## config.mk

```make
export PLATFORM = sky130hd
export DESIGN_NAME = fetch_stage_flat
export DESIGN_NICKNAME = d
export VERILOG_FILES = /design/src/rtl/fetch_stage_pkg.sv /design/src/rtl/fetch_stage_if.sv /design/src/rtl/fetch_stage_if_id_reg.sv /design/src/rtl/fetch_stage.sv /design/src/flat_wrapper.sv
export SDC_FILE = /design/constraint.sdc
export NUM_CORES = 1
export LEC_CHECK = 0
export ABC_CLOCK_PERIOD_IN_PS = 3140
export CORE_UTILIZATION = 48
export DETAILED_ROUTE_END_ITERATION = 16
export GPL_ROUTABILITY_DRIVEN = 0
export PLACE_DENSITY = 0.77
export SLEW_MARGIN = 15
export SYNTH_ARGS = -nofsm -noshare
export SYNTH_HDL_FRONTEND = slang
export SYNTH_HIERARCHICAL = 1
export SYNTH_SLANG_ARGS = --single-unit
```

## constraint.sdc

```tcl
create_clock -name clk -period 3.14 [get_ports clk]
set_clock_uncertainty 0.05 [all_clocks]
set_input_delay 0.942 -clock clk [delete_from_list [all_inputs] [get_ports clk]]
set_output_delay 0.942 -clock clk [all_outputs]
set_load 0.01 [all_outputs]
```

## src/rtl/fetch_stage_pkg.sv

```systemverilog
// Shared types and constants for the RV32I fetch stage and its pipeline registers.
package fetch_stage_pkg;

    // Fetch controller states.
    typedef enum logic [1:0] {
        FETCH    = 2'd0,
        BUFFERED = 2'd1,
        DISCARD  = 2'd2
    } fetch_state_t;

    // addi x0, x0, 0 -- placed in an empty pipeline slot.
    localparam logic [31:0] NOP_INSTR = 32'h0000_0013;

    // Contents of a stage register: instruction, its PC, and a live flag.
    typedef struct packed {
        logic [31:0] instr;
        logic [31:0] pc;
        logic        valid;
    } if_id_t;

    // Sequential fetch address; wraps modulo 2^32.
    function automatic logic [31:0] next_word(input logic [31:0] addr);
        return addr + 32'd4;
    endfunction

    // Force a fetch target onto a word boundary.
    function automatic logic [31:0] word_align(input logic [31:0] addr);
        return addr & 32'hFFFF_FFFC;
    endfunction

endpackage

```

## src/rtl/fetch_stage_if.sv

```systemverilog
// Instruction-memory request/response bus between the fetch stage and memory.
interface fetch_stage_if;
    logic [31:0] imem_address;
    logic        imem_read;
    logic [31:0] imem_rdata;
    logic        imem_resp;

    modport master (
        output imem_address,
        output imem_read,
        input  imem_rdata,
        input  imem_resp
    );

    modport slave (
        input  imem_address,
        input  imem_read,
        output imem_rdata,
        output imem_resp
    );
endinterface

```

## src/rtl/fetch_stage_if_id_reg.sv

```systemverilog
// Load/flush/hold pipeline register for {instr, pc, valid}.
// Priority: rst > flush > load > bubble > hold.
module if_id_reg
    import fetch_stage_pkg::*;
#(
    parameter logic [31:0] RESET_PC    = 32'h4000_0000,
    parameter logic [31:0] FLUSH_INSTR = NOP_INSTR
) (
    input  logic   clk,
    input  logic   rst,
    input  logic   load,
    input  logic   flush,
    input  logic   bubble,
    input  if_id_t d,
    output if_id_t q
);

    // Stage register update; a flush kills the slot and plants a NOP, a bubble only clears valid.
    always_ff @(posedge clk) begin
        // NOTE: sequential state uses non-blocking assignments so every register samples pre-edge values.
        if (rst) begin
            q <= '{instr: FLUSH_INSTR, pc: RESET_PC, valid: 1'b0};
        end else if (flush) begin
            q.instr <= FLUSH_INSTR;
            q.valid <= 1'b0;
        end else if (load) begin
            q <= d;
        end else if (bubble) begin
            q.valid <= 1'b0;
        end
    end

endmodule

```

## src/rtl/fetch_stage.sv

```systemverilog
// Instruction-fetch stage with IF/ID register: owns the PC, keeps one read outstanding,
// parks a response in a skid buffer while decode stalls, and drains a stale request on redirect.
module fetch_stage #(
    parameter logic [31:0] RESET_PC  = 32'h4000_0000,
    parameter logic [31:0] NOP_INSTR = fetch_stage_pkg::NOP_INSTR
) (
    input  logic                 clk,
    input  logic                 rst,
    fetch_stage_if.master        imem,
    input  logic                 stall_i,
    input  logic                 redirect_i,
    input  logic [31:0]          redirect_pc_i,
    output logic [31:0]          instr_id,
    output logic [31:0]          pc_id,
    output logic                 valid_id
);
    import fetch_stage_pkg::*;

    fetch_state_t state;
    logic [31:0]  pc;
    logic [31:0]  next_pc;
    logic [31:0]  skid_instr;
    logic [31:0]  skid_pc;
    logic         read_q;

    logic [31:0]  target;
    logic         accept;

    logic         ifid_load;
    logic         ifid_flush;
    logic         ifid_bubble;
    if_id_t       ifid_d;
    if_id_t       ifid_q;

    // The request is never shown to memory while the core is held in reset.
    assign imem.imem_read    = read_q & ~rst;
    // In DISCARD pc still holds the stale address, so the request stays stable.
    assign imem.imem_address = pc;

    // A response counts only against a visible request.
    assign accept = imem.imem_read & imem.imem_resp;
    assign target = word_align(redirect_pc_i);

    // IF/ID register control derived from state, handshake and redirect.
    always_comb begin
        // NOTE: every always_comb output gets a default first so no latch is inferred.
        ifid_load   = 1'b0;
        ifid_flush  = 1'b0;
        ifid_bubble = 1'b0;
        ifid_d      = '{instr: imem.imem_rdata, pc: pc, valid: 1'b1};
        if (redirect_i) begin
            ifid_flush = 1'b1;
        end else begin
            case (state)
                FETCH: begin
                    if (accept && !stall_i) begin
                        ifid_load = 1'b1;
                    end else if (!accept && !stall_i) begin
                        ifid_bubble = 1'b1;
                    end
                end
                BUFFERED: begin
                    if (!stall_i) begin
                        ifid_load = 1'b1;
                        ifid_d    = '{instr: skid_instr, pc: skid_pc, valid: 1'b1};
                    end
                end
                default: ;
            endcase
        end
    end

    // Fetch FSM, PC, pending redirect target and skid buffer, with registered read request.
    always_ff @(posedge clk) begin
        if (rst) begin
            state      <= FETCH;
            pc         <= RESET_PC;
            next_pc    <= RESET_PC;
            // NOTE: the skid data is cleared on reset only so it starts empty and X-free; BUFFERED marks it full.
            skid_instr <= NOP_INSTR;
            skid_pc    <= RESET_PC;
            read_q     <= 1'b1;
        end else if (redirect_i) begin
            case (state)
                FETCH: begin
                    if (accept) begin
                        pc <= target;
                    end else begin
                        // The in-flight request cannot be retracted: wait it out.
                        next_pc <= target;
                        state   <= DISCARD;
                    end
                end
                BUFFERED: begin
                    skid_instr <= NOP_INSTR;
                    skid_pc    <= RESET_PC;
                    pc         <= target;
                    state      <= FETCH;
                    read_q     <= 1'b1;
                end
                DISCARD: begin
                    next_pc <= target;
                end
                default: begin
                    state  <= FETCH;
                    read_q <= 1'b1;
                end
            endcase
        end else begin
            case (state)
                FETCH: begin
                    if (accept) begin
                        if (stall_i) begin
                            skid_instr <= imem.imem_rdata;
                            skid_pc    <= pc;
                            state      <= BUFFERED;
                            read_q     <= 1'b0;
                        end else begin
                            pc <= next_word(pc);
                        end
                    end
                end
                BUFFERED: begin
                    if (!stall_i) begin
                        pc     <= next_word(skid_pc);
                        state  <= FETCH;
                        read_q <= 1'b1;
                    end
                end
                DISCARD: begin
                    if (accept) begin
                        pc    <= next_pc;
                        state <= FETCH;
                    end
                end
                default: begin
                    state  <= FETCH;
                    read_q <= 1'b1;
                end
            endcase
        end
    end

    if_id_reg #(
        .RESET_PC    (RESET_PC),
        .FLUSH_INSTR (NOP_INSTR)
    ) u_if_id (
        .clk    (clk),
        .rst    (rst),
        .load   (ifid_load),
        .flush  (ifid_flush),
        .bubble (ifid_bubble),
        .d      (ifid_d),
        .q      (ifid_q)
    );

    assign instr_id = ifid_q.instr;
    assign pc_id    = ifid_q.pc;
    assign valid_id = ifid_q.valid;

endmodule

```

## src/flat_wrapper.sv

```systemverilog
// flat-port wrapper written by rule: the top's interface ports become plain ports
module fetch_stage_flat import fetch_stage_pkg::*;
#(
    parameter logic [31:0] RESET_PC  = 32'h4000_0000,
    parameter logic [31:0] NOP_INSTR = fetch_stage_pkg::NOP_INSTR
)
  (clk, rst, stall_i, redirect_i, redirect_pc_i, instr_id, pc_id, valid_id, imem_imem_address, imem_imem_read, imem_imem_rdata, imem_imem_resp);
  fetch_stage_if imem_i ();
  input  logic clk;
  input  logic rst;
  input  logic stall_i;
  input  logic redirect_i;
  input  logic [31:0] redirect_pc_i;
  output logic [31:0] instr_id;
  output logic [31:0] pc_id;
  output logic valid_id;
  output wire logic [$bits(imem_i.imem_address)-1:0] imem_imem_address;
  output wire logic [$bits(imem_i.imem_read)-1:0] imem_imem_read;
  input wire logic [$bits(imem_i.imem_rdata)-1:0] imem_imem_rdata;
  input wire logic [$bits(imem_i.imem_resp)-1:0] imem_imem_resp;
  assign imem_imem_address = imem_i.imem_address;
  assign imem_imem_read = imem_i.imem_read;
  assign imem_i.imem_rdata = imem_imem_rdata;
  assign imem_i.imem_resp = imem_imem_resp;
  fetch_stage #(.RESET_PC(RESET_PC), .NOP_INSTR(NOP_INSTR)) u_core (.clk(clk), .rst(rst), .imem(imem_i), .stall_i(stall_i), .redirect_i(redirect_i), .redirect_pc_i(redirect_pc_i), .instr_id(instr_id), .pc_id(pc_id), .valid_id(valid_id));
endmodule
```

==> results of run 1 <==
==> worst max-delay path: cells and delay by family, from the launching register on <==
family	cells	cell delay, ps
buffers and inverters	1	300
adder cells (fa/ha/maj)	1	320
AND/OR/NAND/NOR	4	1150
AO/OA/AOI/OAI	2	460
flip-flops	1	420
==> stage by stage <==
step | utilization | hold WS, ps
finish | 0.618 | 401
global route | 0.618 | 419
CTS | 0.618 | 406
detailed placement | 0.590 | 397
global placement | 0.590 | 390
floorplan | - | 379
==> state kept, by name, indices dropped and copies added, names as in the netlist <==
signal,count
u_core/u_if_id/q,65
u_core/state,2
u_core/read_q,1
u_core/skid_pc,32
u_core/next_pc,30
u_core/imem.imem_address,32
u_core/skid_instr,32
==> layout make-up <==
cell class,count,area (µm²)
clock buffers,22,474
clock inverters,10,83.8
fillers,1690,7450
inverters,9,33.8
multi-input cells,822,5250
flip-flops and latches,194,3880
well taps,265,332
repair buffers,196,2010
==> synth_stat cells (3+ instances only) <==
cell / number
mux2i_1: 53
nand3b_1: 10
mux2_2: 72
nand4_1: 12
nand2b_1: 9
o22ai_1: 8
ha_1: 5
a211oi_1: 4
a22o_1: 3
xor2_1: 13
xnor2_1: 10
nand2_1: 184
nor3_1: 7
a22oi_1: 66
o21a_1: 3
buf_6: 5
or3_1: 5
nand4b_1: 3
a21o_1: 3
a221oi_1: 11
buf_2: 30
o31ai_1: 3
nor4_1: 3
o211ai_1: 16
buf_4: 5
and3_1: 3
clkbuf_1: 49
inv_1: 9
dfxtp_1: 194
o21bai_1: 3
and2_1: 4
nor2_1: 107
a21oi_1: 98
nor2b_1: 4
o21ai_0: 33
nand3_1: 22
==> power groups by stage <==
stage               Clock [µW]  Combinational (µW)  Sequential, µW
detailed placement           0                1510            2840
global placement             0                1480            2840
floorplan                    0                 904            2830
finish                    2080                1530            2790
global route              2210                1660            2810
CTS                       2110                1520            2790
==> worst paths after layout <==
path / slack, ps / end / cells past startpoint / start
max: 290 / u_core/imem.imem_address[24] / 8 / u_core/state[0]
max reg2reg: 290 / u_core/imem.imem_address[24] / 8 / u_core/state[0]
min reg2reg: 400 / u_core/u_if_id/q[17] / 2 / u_core/u_if_id/q[17]
min: 400 / u_core/u_if_id/q[17] / 2 / u_core/u_if_id/q[17]
==> cell usage in the layout, fill, tap and decap left out, drive strengths merged, types with 5 or more instances in the layout <==
| master | synthesis | routed |
|---|---|---|
| xnor2 | 10 | 10 |
| mux2i | 53 | 53 |
| nand4 | 15 | 15 |
| nand2 | 185 | 185 |
| a221oi | 14 | 14 |
| o211ai | 16 | 16 |
| a21oi | 100 | 100 |
| a211oi | 5 | 5 |
| nand3b | 11 | 11 |
| o22ai | 8 | 8 |
| o21ai | 34 | 34 |
| clkbuf | 49 | 22 |
| nand3 | 22 | 22 |
| ha | 5 | 5 |
| inv | 9 | 9 |
| dfxtp | 194 | 194 |
| a22oi | 67 | 67 |
| or3 | 5 | 5 |
| nor2 | 108 | 108 |
| nand2b | 9 | 9 |
| nor3 | 9 | 9 |
| buf | 41 | 34 |
| xor2 | 13 | 13 |
| mux2 | 72 | 72 |
| clkdlybuf4s50 | 0 | 162 |
| clkinv | 0 | 7 |
==> layer usage <==
metal / wire length [µm] / global-route usage
met1: 11000 / 0.338
met2: 12800 / 0.449
met3: 2620 / 0.0761
met4: 442 / 0.0809
met5: 0 / 0
==> kinds of logic after synthesis <==
| logic type | count (synthesis) | synth area share |
|---|---|---|
| AND/OR/NAND/NOR | 392 | 0.187 |
| AO/OA/AOI/OAI | 276 | 0.191 |
| flip-flops | 194 | 0.406 |
| multiplexers | 125 | 0.140 |
| buffers and inverters | 99 | 0.0487 |
| XOR/XNOR | 23 | 0.0211 |
| adder cells (fa/ha/maj) | 5 | 0.00654 |
| other | 1 | 0.000392 |
==> results.py, run 1 <==
metrics = {
    "status": {
        "status": "finished clean",
    },
    "placed_design": {
        "hpwl_mm": 17.6,
        "place.port_buffers": 164,
        "place_ws_ps": 174,
        "placed_area_mm2": 0.0115,
        "dp_cells": 1486,
    },
    "critical_path": {
        "path_class": "reg2reg",
        "crit_path_end_kind": "flip-flop",
        "cp.arrival_ps": 3080,
        "cp-start-kind": "flip-flop",
        "crit_slowest_cell": "or3_1",
        "slowest_delay_ps": 460,
        "worstPathRequired_ps": 3370,
        "worstPathMaxFanout": 19,
        "path_cells": "ha_2 -> buf_4 -> nand4_2 -> a221oi_2 -> nand4b_1 -> or3_1 -> nand4_1 -> a21oi_1",
    },
    "synthesis": {
        "synth_ff_type": "dfxtp_1",
        "yosysWarnings": 6,
        "synth_seq_cells": 194,
        "synth_edf_count": 0,
        "synth_fp_nets": 1189,
        "syn_inst": 1115,
        "ys_seq_area_frac": 0.406,
        "synth_cell_types": 72,
        "yosysTopAreaCellShare": 0.406,
        "yosys.area.top_type": "dfxtp_1",
        "yosys-top-cells-area": "dfxtp_1 41%, mux2_2 8.5%, nand2_1 7.2%, mux2i_1 5.5%, a22oi_1 5.2%",
        "netlist_area_mm2": 0.00957,
        "async_flop_share": 0,
        "syn_avg_cell_area_um2": 8.58,
    },
    "sta": {
        "report.final.hold_viol_count": 0,
        "period_share": 0.907,
        "period_minus_slack_ps": 2850,
        "worst_pin_slew_ps": 779,
        "fmax_mhz": 351,
        "finalSetupViolCount": 0,
        "rsz0062_at_grt": "no",
        "slew_viol_final": 0,
        "slew_headroom": 0.481,
        "worst_slack_ps": 293,
        "final.setup.tns_ps": 0,
    },
    "power": {
        "p_switching_uw": 1930,
        "p_int_uw": 4470,
        "seq_power_share": 0.436,
        "total_power_uw": 6400,
        "switching_share": 0.301,
        "ir_worst_vdd_mv": 0.426,
        "leakage_uw": 0.00413,
        "combPwrFrac": 0.239,
        "p_per_area_mw_per_mm2": 530,
        "pwr-share-clk": 0.325,
    },
    "grt": {
        "grt_max_degree": 166,
        "antenna_found_initial": 1,
        "grt_pass1_vias": 8439,
        "grt.overflow.total": 0,
        "grt_usage": 0.270,
        "grt_pass1_wl_mm": 43.5,
    },
    "layout": {
        "nets": 1314,
        "drive_gt1_frac": 0.131,
        "area.growth.synth_to_final_pct": 26.2,
        "design_area_mm2": 0.0121,
        "final_cells": 1518,
        "diodes": 0,
    },
    "clock_network": {
        "post_cts_buffers": 0,
        "ctsHoldBuffers": 0,
        "htree_num_levels": 4,
        "post_cts_resize_count": 0,
        "clkLatencyLatePin_ps": 420,
        "cts.path.max_buffers": 2,
        "cts.sinks": 194,
        "cts_tree": "yes",
        "cts_root_buffer": "clkbuf_16",
        "clk_pin_slew_ps": 70,
        "cts_buffers": 17,
    },
    "floorplan": {
        "coreArea_mm2": 0.0195,
        "die_h_um": 143,
        "rows": 51,
        "ios": 167,
        "initial_utilization": 0.490,
        "die_w_um": 143,
        "fp.dieArea_mm2": 0.0205,
    },
    "drt": {
        "wire_per_inst_um": 17.7,
        "drt_iter0_markers": 630,
        "viasPerCell": 5.84,
        "ant_nets": 0,
        "drc_errors": 0,
        "vias": 8862,
        "postRouteWirelength_mm": 26.9,
        "first_pass_iters": 7,
    },
    "hold_path": {
        "hold_path.class": "reg2reg",
    },
    "job": {
        "max_cap_viol_count": 0,
    },
}
Note: power is estimated with default switching activity, not from simulation.
==> inputs of run 2 (changes only) <==
CORE_MARGIN = 5   (was unset)
==> run 2 against run 1 <==
Wire length rose by 2.8%. Combinational power barely moved. Setup slack got worse by 130 ps. Clock-buffer cell count fell by 2. Core utilization rose by 0.12 points. Critical path depth did not move. Sequential share of layout area fell by 0.060 points. Critical path type unchanged. Largest power group unchanged. Highest routed layer is now met5.
==> results.py, run 2 (synthesized netlist as in run 1, its figures left out) <==
metrics = {
    "clock_network": {
        "cts_root_buffer": "clkbuf_16",
        "ctsHoldBuffers": 0,
        "post_cts_resize_count": 0,
        "clkLatencyLatePin_ps": 440,
        "cts.sinks": 194,
        "clk_pin_slew_ps": 70,
        "cts.path.max_buffers": 2,
        "post_cts_buffers": 0,
        "htree_num_levels": 4,
        "cts_tree": "yes",
        "cts_buffers": 17,
    },
    "sta": {
        "period_minus_slack_ps": 2980,
        "finalSetupViolCount": 0,
        "rsz0062_at_grt": "no",
        "slew_viol_final": 0,
        "period_share": 0.949,
        "worst_pin_slew_ps": 1030,
        "fmax_mhz": 336,
        "slew_headroom": 0.313,
        "final.setup.tns_ps": 0,
        "report.final.hold_viol_count": 0,
    },
    "grt": {
        "grt_pass1_vias": 8302,
        "antenna_found_initial": 2,
        "grt_usage": 0.237,
        "grt.overflow.total": 0,
        "grt_max_degree": 99,
        "grt_pass1_wl_mm": 43.4,
    },
    "floorplan": {
        "die_w_um": 151,
        "initial_utilization": 0.490,
        "ios": 167,
        "rows": 51,
        "coreArea_mm2": 0.0195,
        "die_h_um": 151,
        "fp.dieArea_mm2": 0.0229,
    },
    "drt": {
        "ant_nets": 0,
        "viasPerCell": 5.86,
        "drc_errors": 0,
        "drt_iter0_markers": 769,
        "wire_per_inst_um": 18.2,
        "vias": 8936,
        "first_pass_iters": 6,
        "postRouteWirelength_mm": 27.7,
    },
    "hold_path": {
        "hp-start": "u_core/u_if_id/q[14]",
        "hold_end": "u_core/u_if_id/q[14]",
        "hold_path.class": "reg2reg",
        "whs_path_depth": 2,
    },
    "layout": {
        "area.growth.synth_to_final_pct": 26.4,
        "largest_reg_flops": 65,
        "diodes": 0,
        "drive_gt1_frac": 0.136,
        "top_register": "u_core/u_if_id/q",
        "design_area_mm2": 0.0121,
        "nets": 1321,
        "final_cell_mix": "193 x dfxtp_1, 184 x nand2_1, 162 x clkdlybuf4s50_1",
        "final_common_cell": "dfxtp_1",
    },
    "critical_path": {
        "worstPathRequired_ps": 3460,
        "path_class": "reg2reg",
        "timing.rr.end": "u_core/imem.imem_address[18]",
        "r2r_start": "u_core/state[0]",
        "r2r_cells": 8,
        "ff2ff_setup_slack_ps": 160,
        "cp.arrival_ps": 3290,
        "worstPathMaxFanout": 19,
        "crit_path_end_kind": "flip-flop",
        "cp-start-kind": "flip-flop",
    },
    "status": {
        "status": "finished clean",
    },
    "power": {
        "leakage_uw": 0.00416,
        "p_per_area_mw_per_mm2": 543,
        "ir_worst_vdd_mv": 0.449,
    },
    "placed_design": {
        "placed_area_mm2": 0.0115,
        "hpwl_mm": 18.5,
        "place.port_buffers": 164,
    },
    "job": {
        "max_cap_viol_count": 0,
    },
}
## run 2: cell types whose count changed in the layout (fill, tap and decap cells not counted), sizes merged
cell,previous run,this run
buf,34,41
bufinv,1,3
clkbuf,22,20
clkinv,7,6
clkinvlp,2,1
inv,9,11
## run 2: routing by layer
metal | GRT usage | vias up | wire, µm | share of wire
met5 | 0 | - | 23 | 0.00083
met4 | 0.0771 | 4 | 491 | 0.018
met3 | 0.0826 | 45 | 2580 | 0.093
met2 | 0.372 | 344 | 12800 | 0.46
met1 | 0.307 | 4309 | 11800 | 0.43
li1 | - | 4234 | - | -
## run 2: how the worst max path moves through the flow
stage	slack, ps	startpoint	depth (start not counted)	endpoint
3_3_place_gp	130	imem_imem_resp	8	u_core/imem.imem_address[18]
4_1_cts	200	u_core/state[0]	8	u_core/imem.imem_address[18]
6_report	160	u_core/state[0]	8	u_core/imem.imem_address[18]
2_1_floorplan	10	u_core/state[1]	14	u_core/imem.imem_address[18]
5_1_grt	9	u_core/state[0]	8	u_core/imem.imem_address[24]
3_5_place_dp	90	imem_imem_resp	7	u_core/imem.imem_address[10]
## run 2: per-stage QoR
| stage | hold WS, ps | worst slack [ps] | total power [µW] | cells | utilization |
|---|---|---|---|---|---|
| after floorplan | 379 | 14.8 | 3730 | 1115 | - |
| after global placement | 388 | 129 | 4310 | 1493 | 0.589 |
| after detailed placement | 396 | 91.2 | 4340 | 1493 | 0.589 |
| after CTS | 408 | 202 | 6580 | 1525 | 0.619 |
| after global routing | 419 | 8.50 | 6860 | 1525 | 0.619 |
| final | 403 | 161 | 6560 | 1525 | 0.619 |
## run 2: report_power, final
part           internal, µW  leakage (µW)  switching (µW)
registers              2610       0.00157             181
logic                   704       0.00229             826
clock network          1280      0.000295             965
## run 2: critical path: stages, from the launching register on
cell,delay [ps]
dfxtp_1,410
ha_2,500
mux2_2,270
ha_1,210
inv_1,100
a221oi_4,430
nand4_4,220
or4_1,540
a31oi_1,170
## run 2: area by class of cell
class / count / area [µm²]
Timing Repair Buffer: 203 / 1990
Clock inverter: 12 / 156
Clock buffer: 20 / 447
Tap cell: 265 / 332
Inverter: 9 / 33.8
Sequential cell: 194 / 3880
Fill cell: 1708 / 7430
Multi-Input combinational cell: 822 / 5250
